--- src/rtl/sdram_pkg.sv ---
// sdram_pkg: shared types for the SDRAM request arbiter and its queues.
package sdram_pkg;
   typedef enum logic [2:0] {CMD_NOP, CMD_ACT, CMD_RD, CMD_WR, CMD_PRE, CMD_REF, CMD_MRS} dram_cmd_t;
   typedef enum logic {IDLE, GAP} arb_state_t;
   typedef enum logic {GNT_WR, GNT_RD} grant_t;
endpackage

--- src/rtl/sdram_req_fifo.sv ---
// sdram_req_fifo: power-of-two request queue; push is accepted while not full,
// pop is a strobe that is ignored when empty.
module sdram_req_fifo #(
   parameter int Width = 8,
   parameter int Depth = 4
) (
   input  logic             i_clk,
   input  logic             i_rst_n,
   input  logic             i_push_valid,
   input  logic [Width-1:0] i_push_data,
   input  logic             i_pop,
   output logic [Width-1:0] o_head,
   output logic             o_empty,
   output logic             o_full
);
   localparam int PtrW = $clog2(Depth);
   logic [Width-1:0] r_mem [Depth];
   logic [PtrW-1:0]  r_wr_ptr;
   logic [PtrW-1:0]  r_rd_ptr;
   logic [PtrW:0]    r_count;
   logic             w_push;
   logic             w_pop;
   assign o_full  = r_count == (PtrW+1)'(Depth);
   assign o_empty = r_count == '0;
   assign o_head  = r_mem[r_rd_ptr];
   assign w_push  = i_push_valid & ~o_full;
   assign w_pop   = i_pop & ~o_empty;
   always_ff @(posedge i_clk or negedge i_rst_n)
      if (!i_rst_n) begin
         r_wr_ptr <= '0;
         r_rd_ptr <= '0;
         r_count  <= '0;
      end else begin
         if (w_push) r_wr_ptr <= r_wr_ptr + PtrW'(1);
         if (w_pop) r_rd_ptr <= r_rd_ptr + PtrW'(1);
         r_count <= r_count + (PtrW+1)'(w_push) - (PtrW+1)'(w_pop);
      end
   always_ff @(posedge i_clk)
      if (w_push) r_mem[r_wr_ptr] <= i_push_data;
endmodule

--- src/rtl/sdram_req_arb.sv ---
// sdram_req_arb: queues user writes/reads and issues them to the SDRAM controller with a
// minimum issue gap and in-order read return. Define SDRAM_ARB_RD_PRIO_EN for strict read priority.
module sdram_req_arb
   import sdram_pkg::*;
#(
   parameter int AddrWidth = 13,
   parameter int DataWidth = 16,
   parameter int FifoDepth = 4,
   parameter int IssueGap  = 8,
   parameter int RdLatency = 10
) (
   input  logic                 i_clk,
   input  logic                 i_rst_n,
   input  logic                 i_wr_valid,
   output logic                 o_wr_ready,
   input  logic [AddrWidth-1:0] i_wr_addr,
   input  logic [DataWidth-1:0] i_wr_data,
   input  logic                 i_rd_valid,
   output logic                 o_rd_ready,
   input  logic [AddrWidth-1:0] i_rd_addr,
   output logic                 o_rd_valid,
   output logic [DataWidth-1:0] o_rd_data,
   output logic                 o_ctrl_wr_req,
   output logic [AddrWidth-1:0] o_ctrl_wr_addr,
   output logic [DataWidth-1:0] o_ctrl_wr_data,
   output logic                 o_ctrl_rd_req,
   output logic [AddrWidth-1:0] o_ctrl_rd_addr,
   input  logic [DataWidth-1:0] i_ctrl_rd_data
);
   localparam int GapW = $clog2(IssueGap + 1);
   logic [AddrWidth+DataWidth-1:0] w_wr_head;
   logic [AddrWidth-1:0]           w_rd_head;
   logic                           w_wr_empty, w_wr_full, w_rd_empty, w_rd_full;
   logic                           w_issue, w_sel_rd;
   arb_state_t                     w_state;
   grant_t                         r_last;
   logic [GapW-1:0]                r_gap;
   logic [RdLatency-1:0]           r_trk;
   sdram_req_fifo #(.Width(AddrWidth + DataWidth), .Depth(FifoDepth)) u_wr_fifo (
      .i_clk        (i_clk),
      .i_rst_n      (i_rst_n),
      .i_push_valid (i_wr_valid),
      .i_push_data  ({i_wr_addr, i_wr_data}),
      .i_pop        (w_issue & ~w_sel_rd),
      .o_head       (w_wr_head),
      .o_empty      (w_wr_empty),
      .o_full       (w_wr_full)
   );
   sdram_req_fifo #(.Width(AddrWidth), .Depth(FifoDepth)) u_rd_fifo (
      .i_clk        (i_clk),
      .i_rst_n      (i_rst_n),
      .i_push_valid (i_rd_valid),
      .i_push_data  (i_rd_addr),
      .i_pop        (w_issue & w_sel_rd),
      .o_head       (w_rd_head),
      .o_empty      (w_rd_empty),
      .o_full       (w_rd_full)
   );
   // ready is forced low while reset is held so every output reads 0 in reset
   assign o_wr_ready = i_rst_n & ~w_wr_full;
   assign o_rd_ready = i_rst_n & ~w_rd_full;
   assign w_state    = r_gap == '0 ? IDLE : GAP;
   assign w_issue    = (w_state == IDLE) && !(w_wr_empty && w_rd_empty);
`ifdef SDRAM_ARB_RD_PRIO_EN
   assign w_sel_rd   = ~w_rd_empty;
`else
   assign w_sel_rd   = ~w_rd_empty & (w_wr_empty | (r_last == GNT_WR));
`endif
   always_ff @(posedge i_clk or negedge i_rst_n)
      if (!i_rst_n) begin
         r_gap          <= '0;
         r_last         <= GNT_RD;
         r_trk          <= '0;
         o_ctrl_wr_req  <= 1'b0;
         o_ctrl_rd_req  <= 1'b0;
         o_ctrl_wr_addr <= '0;
         o_ctrl_wr_data <= '0;
         o_ctrl_rd_addr <= '0;
         o_rd_valid     <= 1'b0;
         o_rd_data      <= '0;
      end else begin
         o_ctrl_wr_req <= w_issue & ~w_sel_rd;
         o_ctrl_rd_req <= w_issue & w_sel_rd;
         if (w_issue) begin
            r_gap  <= GapW'(IssueGap - 1);
            r_last <= w_sel_rd ? GNT_RD : GNT_WR;
         end else if (w_state == GAP) r_gap <= r_gap - GapW'(1);
         if (w_issue && !w_sel_rd) {o_ctrl_wr_addr, o_ctrl_wr_data} <= w_wr_head;
         if (w_issue && w_sel_rd) o_ctrl_rd_addr <= w_rd_head;
         // issued reads walk the tracker; the bit leaving it marks the data-valid cycle
         r_trk      <= RdLatency'({r_trk, o_ctrl_rd_req});
         o_rd_valid <= r_trk[RdLatency-1];
         if (r_trk[RdLatency-1]) o_rd_data <= i_ctrl_rd_data;
      end
endmodule

--- config.mk ---
export PLATFORM = sky130hd
export DESIGN_NAME = sdram_req_arb
export DESIGN_NICKNAME = d
export VERILOG_FILES = /design/src/rtl/sdram_pkg.sv /design/src/rtl/sdram_req_fifo.sv /design/src/rtl/sdram_req_arb.sv
export SDC_FILE = /design/constraint.sdc
export NUM_CORES = 1
export LEC_CHECK = 0
export BUFFER_PORTS_ARGS = -buffer_cell sky130_fd_sc_hd__clkbuf_2
export CAP_MARGIN = 20
export CORE_AREA = 3 3 158 160
export DETAILED_ROUTE_END_ITERATION = 12
export DIE_AREA = 0 0 161 163
export GPL_ROUTABILITY_DRIVEN = 0
export PLACE_DENSITY_LB_ADDON = 0.08
export SETUP_SLACK_MARGIN = 0.05
export SYNTH_ARGS = -nofsm -noshare
export SYNTH_HDL_FRONTEND = slang
export SYNTH_SLANG_ARGS = --single-unit
--- constraint.sdc ---
create_clock -name i_clk -period 8.2 [get_ports i_clk]
set_input_delay 1.64 -clock i_clk [delete_from_list [all_inputs] [get_ports i_clk]]
set_output_delay 1.64 -clock i_clk [all_outputs]
set_load 0.01 [all_outputs]
==> qor.csv, run 1 <==
metric,value,unit
max_cap_viol_count,0,
post-route-min-period,4.21,ns
die_h,163,um
coreArea,0.0235,mm^2
cp_slowest_cell,buf_4,
port_buffers,124,
viasPerCell,4.87,
crit_buf_inv,2,
synth_edf_count,168,
grt_max_degree,52,
grt_first_pass_wirelength,28100,um
min_from,r_trk[1]$_DFF_PN0_,
cts_setup_buffers,0,
synth_cell_types,37,
max_stage_delay,0.48,ns
fillers,2014,
worst_setup_path_end_kind,primary output,
p_leak,4.65,nW
min_to,r_trk[2]$_DFF_PN0_,
worstPathRequired,6.56,ns
drc,0,
cts_hold_buf,0,
antenna_found_initial,1,
irDropWorstVdd,274,uV
crit_path_start_kind,input pin,
cp_num_cells,3,
worst_pin_slew,0.868,ns
io_pins,125,
powerDensity,363,mW/mm^2
final_common_cell,edfxtp_1,
critPathArrivalTime,2.57,ns
syn_area,0.00985,mm^2
finClkSkew,0.00706,ns
clk_pin_slew,0.06,ns
dp_cells,888,
place_hpwl,10600,um
grt_pass1_vias,4995,
cts.sinks,258,
ys_ff_latch,258,
cts.path.max_buffers,3,
fp.dieArea,0.0262,mm^2
critPathTopFamily,buffers and inverters,
synth_area_per_cell,21.6,um^2
path_cells,buf_4 -> a21boi_0 -> clkbuf_2,
wire_per_inst,18.7,um
clk_root_buffer_cell,clkbuf_16,
final_cell_mix,"edfxtp_1 (168), clkbuf_2 (123), dfrtp_1 (88), mux4_2 (35), mux2_4 (34)",
criticalPathCategory,in -> out,
antenna_left,0,
cts_tree,yes,
synth_cells,456,
tns,0,ns
finalWirelength,17600,um
critical_path_peak_fanout,42,
drive_above_1_share,45.1,%
start_util,41.9,%
cts-resized-gates,0,
area_delta_synth_final,18.1,%
htreeDepth,1,
dr.pass1.iters,4,
routed-via-count,4560,
globalRouteTotalUtil,13.8,%
finalSetupViolCount,0,
synth_flop_cell,edfxtp_1,
status,finished clean,
syn_nets,534,
hp-class,reg -> reg,
die_w,161,um
final_cells,937,
r2r-end,u_wr_fifo.r_count[2]$_DFF_PN0_,
fmax,238,MHz
grt_overflow,0,
clock_latency,0.52,ns
yosys_warnings,0,
r2r-start,u_wr_fifo.r_count[1]$_DFF_PN0_,
numCtsBuffers,27,
r2r_cells,11,
r2r_slack,5.21,ns
synth-async-reset-ratio,34.9,%
layout.nets,676,
hold_viol_final,0,
slew_violations,0,
rsz0062_at_grt,no,
drtIter0Drc,250,
hold_depth,0,
num_rows,56,
yosysSeqAreaShare,74.1,%
relSlewSlack,42.1,%
antennaDiodeCount,0,
period_share,51.3,%
[kinds of logic (layout without fill, tap and decap cells)]
family	count (synthesis)	in the layout	share of synthesized area (%)
compound gates	12	12	1.05
flops	258	258	74.1
fa+ha+maj	16	16	2.18
mux	103	103	18.1
simple gates	23	23	1.73
xor+xnor	11	11	0.978
buf+inv	33	195	1.87
[power by group]
| part | switching (mW) | total, mW | internal [mW] |
|---|---|---|---|
| clock network | 0.465 | 1.13 | 0.666 |
| logic | 0.496 | 1.08 | 0.582 |
| registers | 0.228 | 2.02 | 1.79 |
| total | 1.19 | 4.23 | 3.04 |
[sequential cells by signal (all words and copies together), names as in the netlist, 2 cells and up]
register,cells
o_ctrl_rd_addr,13
o_ctrl_wr_addr,13
o_ctrl_wr_data,16
o_rd_data,16
r_gap,4
r_trk,10
u_rd_fifo.r_count,3
u_rd_fifo.r_mem,52
u_rd_fifo.r_rd_ptr,2
u_rd_fifo.r_wr_ptr,2
u_wr_fifo.r_count,3
u_wr_fifo.r_mem,116
u_wr_fifo.r_rd_ptr,2
u_wr_fifo.r_wr_ptr,2
[worst register-to-register path, stage by stage (launching register included)]
cell and delay (ns):
dfrtp_1 0.46, or3_4 0.46, o211ai_4 0.09, buf_4 0.56, inv_1 0.10, ha_1 0.31
inv_1 0.06, ha_1 0.13, inv_1 0.05, fa_1 0.37, xnor2_1 0.14, xnor2_1 0.13
[metal layers]
metal	GRT usage, %	vias to the layer above	routed length (um)
met5	0	-	13
met4	3.36	2	286
met3	3.08	28	908
met2	22.1	102	8440
met1	19.3	2369	7910
li1	-	2059	-
[per-stage QoR]
stage / power (mW) / setup slack, ns / hold WS (ns) / util (%) / area [um^2]
2_1_floorplan: 2.77 / 4.62 / 0.331 / - / 9850
3_3_place_gp: 3.13 / 3.96 / 0.337 / 45.9 / 10800
3_5_place_dp: 3.17 / 3.94 / 0.339 / 45.9 / 10800
4_1_cts: 4.32 / 3.94 / 0.351 / 49.4 / 11600
5_1_grt: 4.50 / 3.85 / 0.350 / 49.4 / 11600
6_report: 4.23 / 3.99 / 0.346 / 49.4 / 11600
[area by class of cell]
type / instances / area, um^2 / share of cell area [%]
flip-flops and latches: 258 / 7300 / 62.7
multi-input cells: 165 / 2380 / 20.4
clock buffers: 40 / 795 / 6.83
repair buffers: 128 / 653 / 5.61
well taps: 319 / 399 / 3.43
inverters: 18 / 67.6 / 0.581
clock inverters: 9 / 46.3 / 0.398
[how the worst max path moves through the flow]
stage	endpoint	from	slack, ns
CTS	o_wr_ready	i_rst_n	3.94
global route	o_rd_ready	i_rst_n	3.85
detailed placement	o_wr_ready	i_rst_n	3.94
floorplan	o_rd_ready	i_rst_n	4.62
finish	o_wr_ready	i_rst_n	3.99
global placement	o_wr_ready	i_rst_n	3.96
[synth_stat cells (2+ instances only)]
| cell type | number | area [um^2] |
|---|---|---|
| edfxtp_1 | 168 | 5040 |
| dfrtp_1 | 89 | 2230 |
| mux4_2 | 35 | 788 |
| mux2_4 | 34 | 510 |
| mux2_2 | 26 | 293 |
| inv_1 | 18 | 67.6 |
| ha_1 | 14 | 175 |
| xnor2_1 | 10 | 87.6 |
| and2_1 | 8 | 50.1 |
| mux4_1 | 7 | 184 |
| buf_6 | 6 | 67.6 |
| buf_2 | 4 | 20.0 |
| clkbuf_1 | 4 | 15.0 |
| nor2_1 | 3 | 11.3 |
| nor3_1 | 3 | 15.0 |
| a21boi_0 | 2 | 15.0 |
| a21oi_1 | 2 | 10.0 |
| fa_1 | 2 | 40.0 |
| o21ai_0 | 2 | 10.0 |
| or3_4 | 2 | 22.5 |
Note: power is estimated with default switching activity, not from simulation.
==> run 2: changes to the inputs <==
ABC_AREA = 1   (was default)
CORE_AREA = 3 3 162 164   (was 3 3 158 160)
DIE_AREA = 0 0 165 167   (was 0 0 161 163)
clock period = 4.25 ns   (was 8.2 ns; I/O delays follow)
==> run 2 against run 1 <==
Critical path type is now reg -> reg. Flip-flop and latch count is the same. Setup slack lost 2.4 ns. Die area grew 5.0%. Clock-buffer cell count grew 3. Total power grew 100%. Non-clock buffer count grew 8. Global-route usage grew 1.9 points. Synthesized cell count grew 100%.
==> qor.csv, run 2 <==
metric,value,unit,change
status,finished clean,,unchanged
syn_nets,1005,,was 534
critical_path_peak_fanout,33,,was 42
dp_cells,1349,,was 888
criticalPathCategory,reg -> reg,,was in -> out
finalSetupViolCount,0,,unchanged
clockPowerShare,26.0,%,was 26.8%
post-route-min-period,2.66,ns,
top_regs,"u_wr_fifo.r_mem (116), u_rd_fifo.r_mem (52)",,unchanged
regMostFlops,u_wr_fifo.r_mem,,unchanged
crit_path_start_kind,flip-flop,,was input pin
grt_max_degree,63,,was 52
worst_pin_slew,1.02,ns,was 0.868 ns
cts.sinks,258,,unchanged
synthDominantCellAreaShare,48.4,%,was 51.2%
grt_overflow,0,,unchanged
dr.pass1.iters,4,,unchanged
relSlewSlack,32.1,%,was 42.1%
synthTopCellsByArea,"edfxtp_1 (48%), dfrtp_1 (21%), nand2_1 (11%)",,"was edfxtp_1 (51%), dfrtp_1 (23%), mux4_2 (8.0%)"
r2r_slack,1.59,ns,was 5.21 ns
grt_pass1_vias,6293,,was 4995
synth_area_per_cell,11.3,um^2,was 21.6 um^2
die_w,165,um,was 161 um
finalWirelength,21300,um,was 17600 um
rsz0062_at_grt,no,,unchanged
cts_tree,yes,,unchanged
synth_flop_cell,edfxtp_1,,unchanged
largest_reg_flops,116,,unchanged
synth_edf_count,168,,unchanged
drive_above_1_share,20.4,%,was 45.1%
fillers,2311,,was 2014
final_common_cell,nand2_1,,was edfxtp_1
place_hpwl,12400,um,was 10600 um
cts_setup_buffers,0,,unchanged
busiest_layer,met2,,unchanged
synth_most_common_cell,nand2_1,,was edfxtp_1
yosys_warnings,0,,unchanged
wire_per_inst,15.2,um,was 18.7 um
synth_cell_types,27,,was 37
worst_setup_path_end_kind,flip-flop,,was primary output
critPathArrivalTime,3.09,ns,was 2.57 ns
synth-async-reset-ratio,34.9,%,unchanged
syn_area,0.0104,mm^2,was 0.00985 mm^2
hp-class,in -> async,,was reg -> reg
max_cap_viol_count,0,,unchanged
start_util,41.7,%,was 41.9%
final_cell_mix,"nand2_1 (318), edfxtp_1 (168), clkbuf_2 (123), inv_1 (91), dfrtp_1 (88)",,"was edfxtp_1 (168), clkbuf_2 (123), dfrtp_1 (88), mux4_2 (35), mux2_4 (34)"
switching_share,34.3,%,was 28.1%
io_pins,125,,unchanged
grtUsageMet3,2.94,%,was 3.08%
coreArea,0.0250,mm^2,was 0.0235 mm^2
finClkSkew,0.0102,ns,was 0.00706 ns
clock_latency,0.53,ns,was 0.52 ns
use_met1,22.4,%,was 19.3%
clk_pin_slew,0.06,ns,about the same
num_rows,58,,was 56
yosys.area.top_type,edfxtp_1,,unchanged
port_buffers,124,,unchanged
p_int,5.66,mW,was 3.04 mW
p_leak,5.59,nW,was 4.65 nW
area_delta_synth_final,17.5,%,was 18.1%
clk_root_buffer_cell,clkbuf_16,,unchanged
fmax,377,MHz,
synth_commonest_cells,"nand2_1 (318), edfxtp_1 (168), inv_1 (91)",,"was edfxtp_1 (168), dfrtp_1 (89), mux4_2 (35)"
slew_violations,0,,unchanged
drc,0,,unchanged
comb_power_share,30.3,%,was 25.5%
synth_cells,927,,was 456
final_core_util,49.0,%,was 49.4%
layout.nets,1130,,was 676
cts.path.max_buffers,3,,unchanged
worstPathRequired,4.69,ns,was 6.56 ns
period_share,62.5,%,
antenna_found_initial,1,,unchanged
yosysSeqAreaShare,70.0,%,was 74.1%
cts_hold_buf,0,,unchanged
hold_viol_final,0,,unchanged
grt_first_pass_wirelength,34200,um,was 28100 um
ys_ff_latch,258,,unchanged
use_met2,24.8,%,was 22.1%
htreeDepth,1,,unchanged
irDropWorstVdd,365,uV,was 274 uV
antenna_left,0,,unchanged
numCtsBuffers,28,,was 27
die_h,167,um,was 163 um
tns,0,ns,unchanged
globalRouteTotalUtil,15.7,%,was 13.8%
cts-resized-gates,0,,unchanged
drtIter0Drc,403,,was 250
p_switching,2.95,mW,was 1.19 mW
power_frac_seq,43.7,%,was 47.7%
final_cells,1404,,was 937
powerDensity,703,mW/mm^2,was 363 mW/mm^2
viasPerCell,4.58,,was 4.87
routed-via-count,6425,,was 4560
fp.dieArea,0.0276,mm^2,was 0.0262 mm^2
-- run 2: cell count changes in the layout (fill, tap and decap cells not counted), moves of 5 or more --
cell     change
nand2_2      +6
nor2_4       +5
nand2_1    +317
nand3_1     +60
mux2_2      -10
buf_4        +5
inv_1       +73
o21ai_0     +41
mux2_4      -34
mux4_1       -7
xnor2_1      -5
mux4_2      -35
nor2_2       +5
nor2_1      +41
-- run 2: stage by stage --
| stage | power (mW) | hold WS, ns | setup WS [ns] | instance area, um^2 |
|---|---|---|---|---|
| final | 8.62 | 0.246 | 1.59 | 12300 |
| after floorplan | 5.55 | 0.331 | 1.66 | 10400 |
| after global routing | 9.28 | 0.265 | 1.36 | 12300 |
| after global placement | 6.43 | 0.333 | 1.59 | 11300 |
| after detailed placement | 6.46 | 0.335 | 1.57 | 11300 |
| after CTS | 8.73 | 0.250 | 1.53 | 12200 |
-- run 2: layout make-up --
cell class / instances / area, um^2 / share of cell area (%)
Clock inverter: 8 / 43.8 / 0.357
Inverter: 97 / 369 / 3.01
Sequential cell: 258 / 7300 / 59.6
Timing Repair Buffer: 136 / 758 / 6.19
Antenna cell: 1 / 2.50 / 0.0204
Tap cell: 330 / 413 / 3.37
Multi-Input combinational cell: 531 / 2550 / 20.8
Clock buffer: 43 / 818 / 6.68
-- run 2: cell families after synthesis --
group / after synthesis / share of synthesized area, %
compound gates: 49 / 2.42
xor+xnor: 9 / 0.756
fa+ha+maj: 16 / 2.06
buf+inv: 138 / 5.90
flops: 258 / 70.0
mux: 16 / 1.73
simple gates: 441 / 17.2
-- run 2: final timing paths --
check	cells past startpoint	start	endpoint
setup / recovery	13	r_gap[0]$_DFFE_PN0P_	u_wr_fifo.r_count[2]$_DFF_PN0_
hold / removal	1	i_rst_n	o_ctrl_wr_data[11]$_DFFE_PN0N_
setup reg to reg	13	r_gap[0]$_DFFE_PN0P_	u_wr_fifo.r_count[2]$_DFF_PN0_
hold reg to reg	0	r_trk[7]$_DFF_PN0_	r_trk[8]$_DFF_PN0_
max in group asynchronous	2	i_rst_n	o_ctrl_wr_data[14]$_DFFE_PN0N_
min in group i_clk	0	r_trk[7]$_DFF_PN0_	r_trk[8]$_DFF_PN0_
-- run 2: layer usage --
metal	vias to the layer above	part of all wire (%)
li1	3242	-
met1	3004	47
met2	146	45
met3	33	5.4
met4	0	2.3
met5	-	0
-- run 2: critical path: stages (launching register included) --
cell	delay (ns)
dfrtp_1	0.40
inv_1	0.09
ha_1	0.16
nand2_2	0.11
inv_4	0.11
nand3_4	0.35
inv_1	0.17
ha_1	0.24
inv_1	0.06
ha_1	0.13
inv_1	0.04
fa_1	0.37
xnor2_1	0.18
xor2_1	0.16
-- run 2: power by group through the flow --
| stage | registers [mW] | clock network (mW) | logic [mW] |
|---|---|---|---|
| 6_report | 3.76 | 2.24 | 2.61 |
| 2_1_floorplan | 3.86 | 0 | 1.69 |
| 4_1_cts | 3.78 | 2.31 | 2.64 |
| 5_1_grt | 3.84 | 2.42 | 3.02 |
| 3_5_place_dp | 3.82 | 0 | 2.64 |
| 3_3_place_gp | 3.82 | 0 | 2.61 |
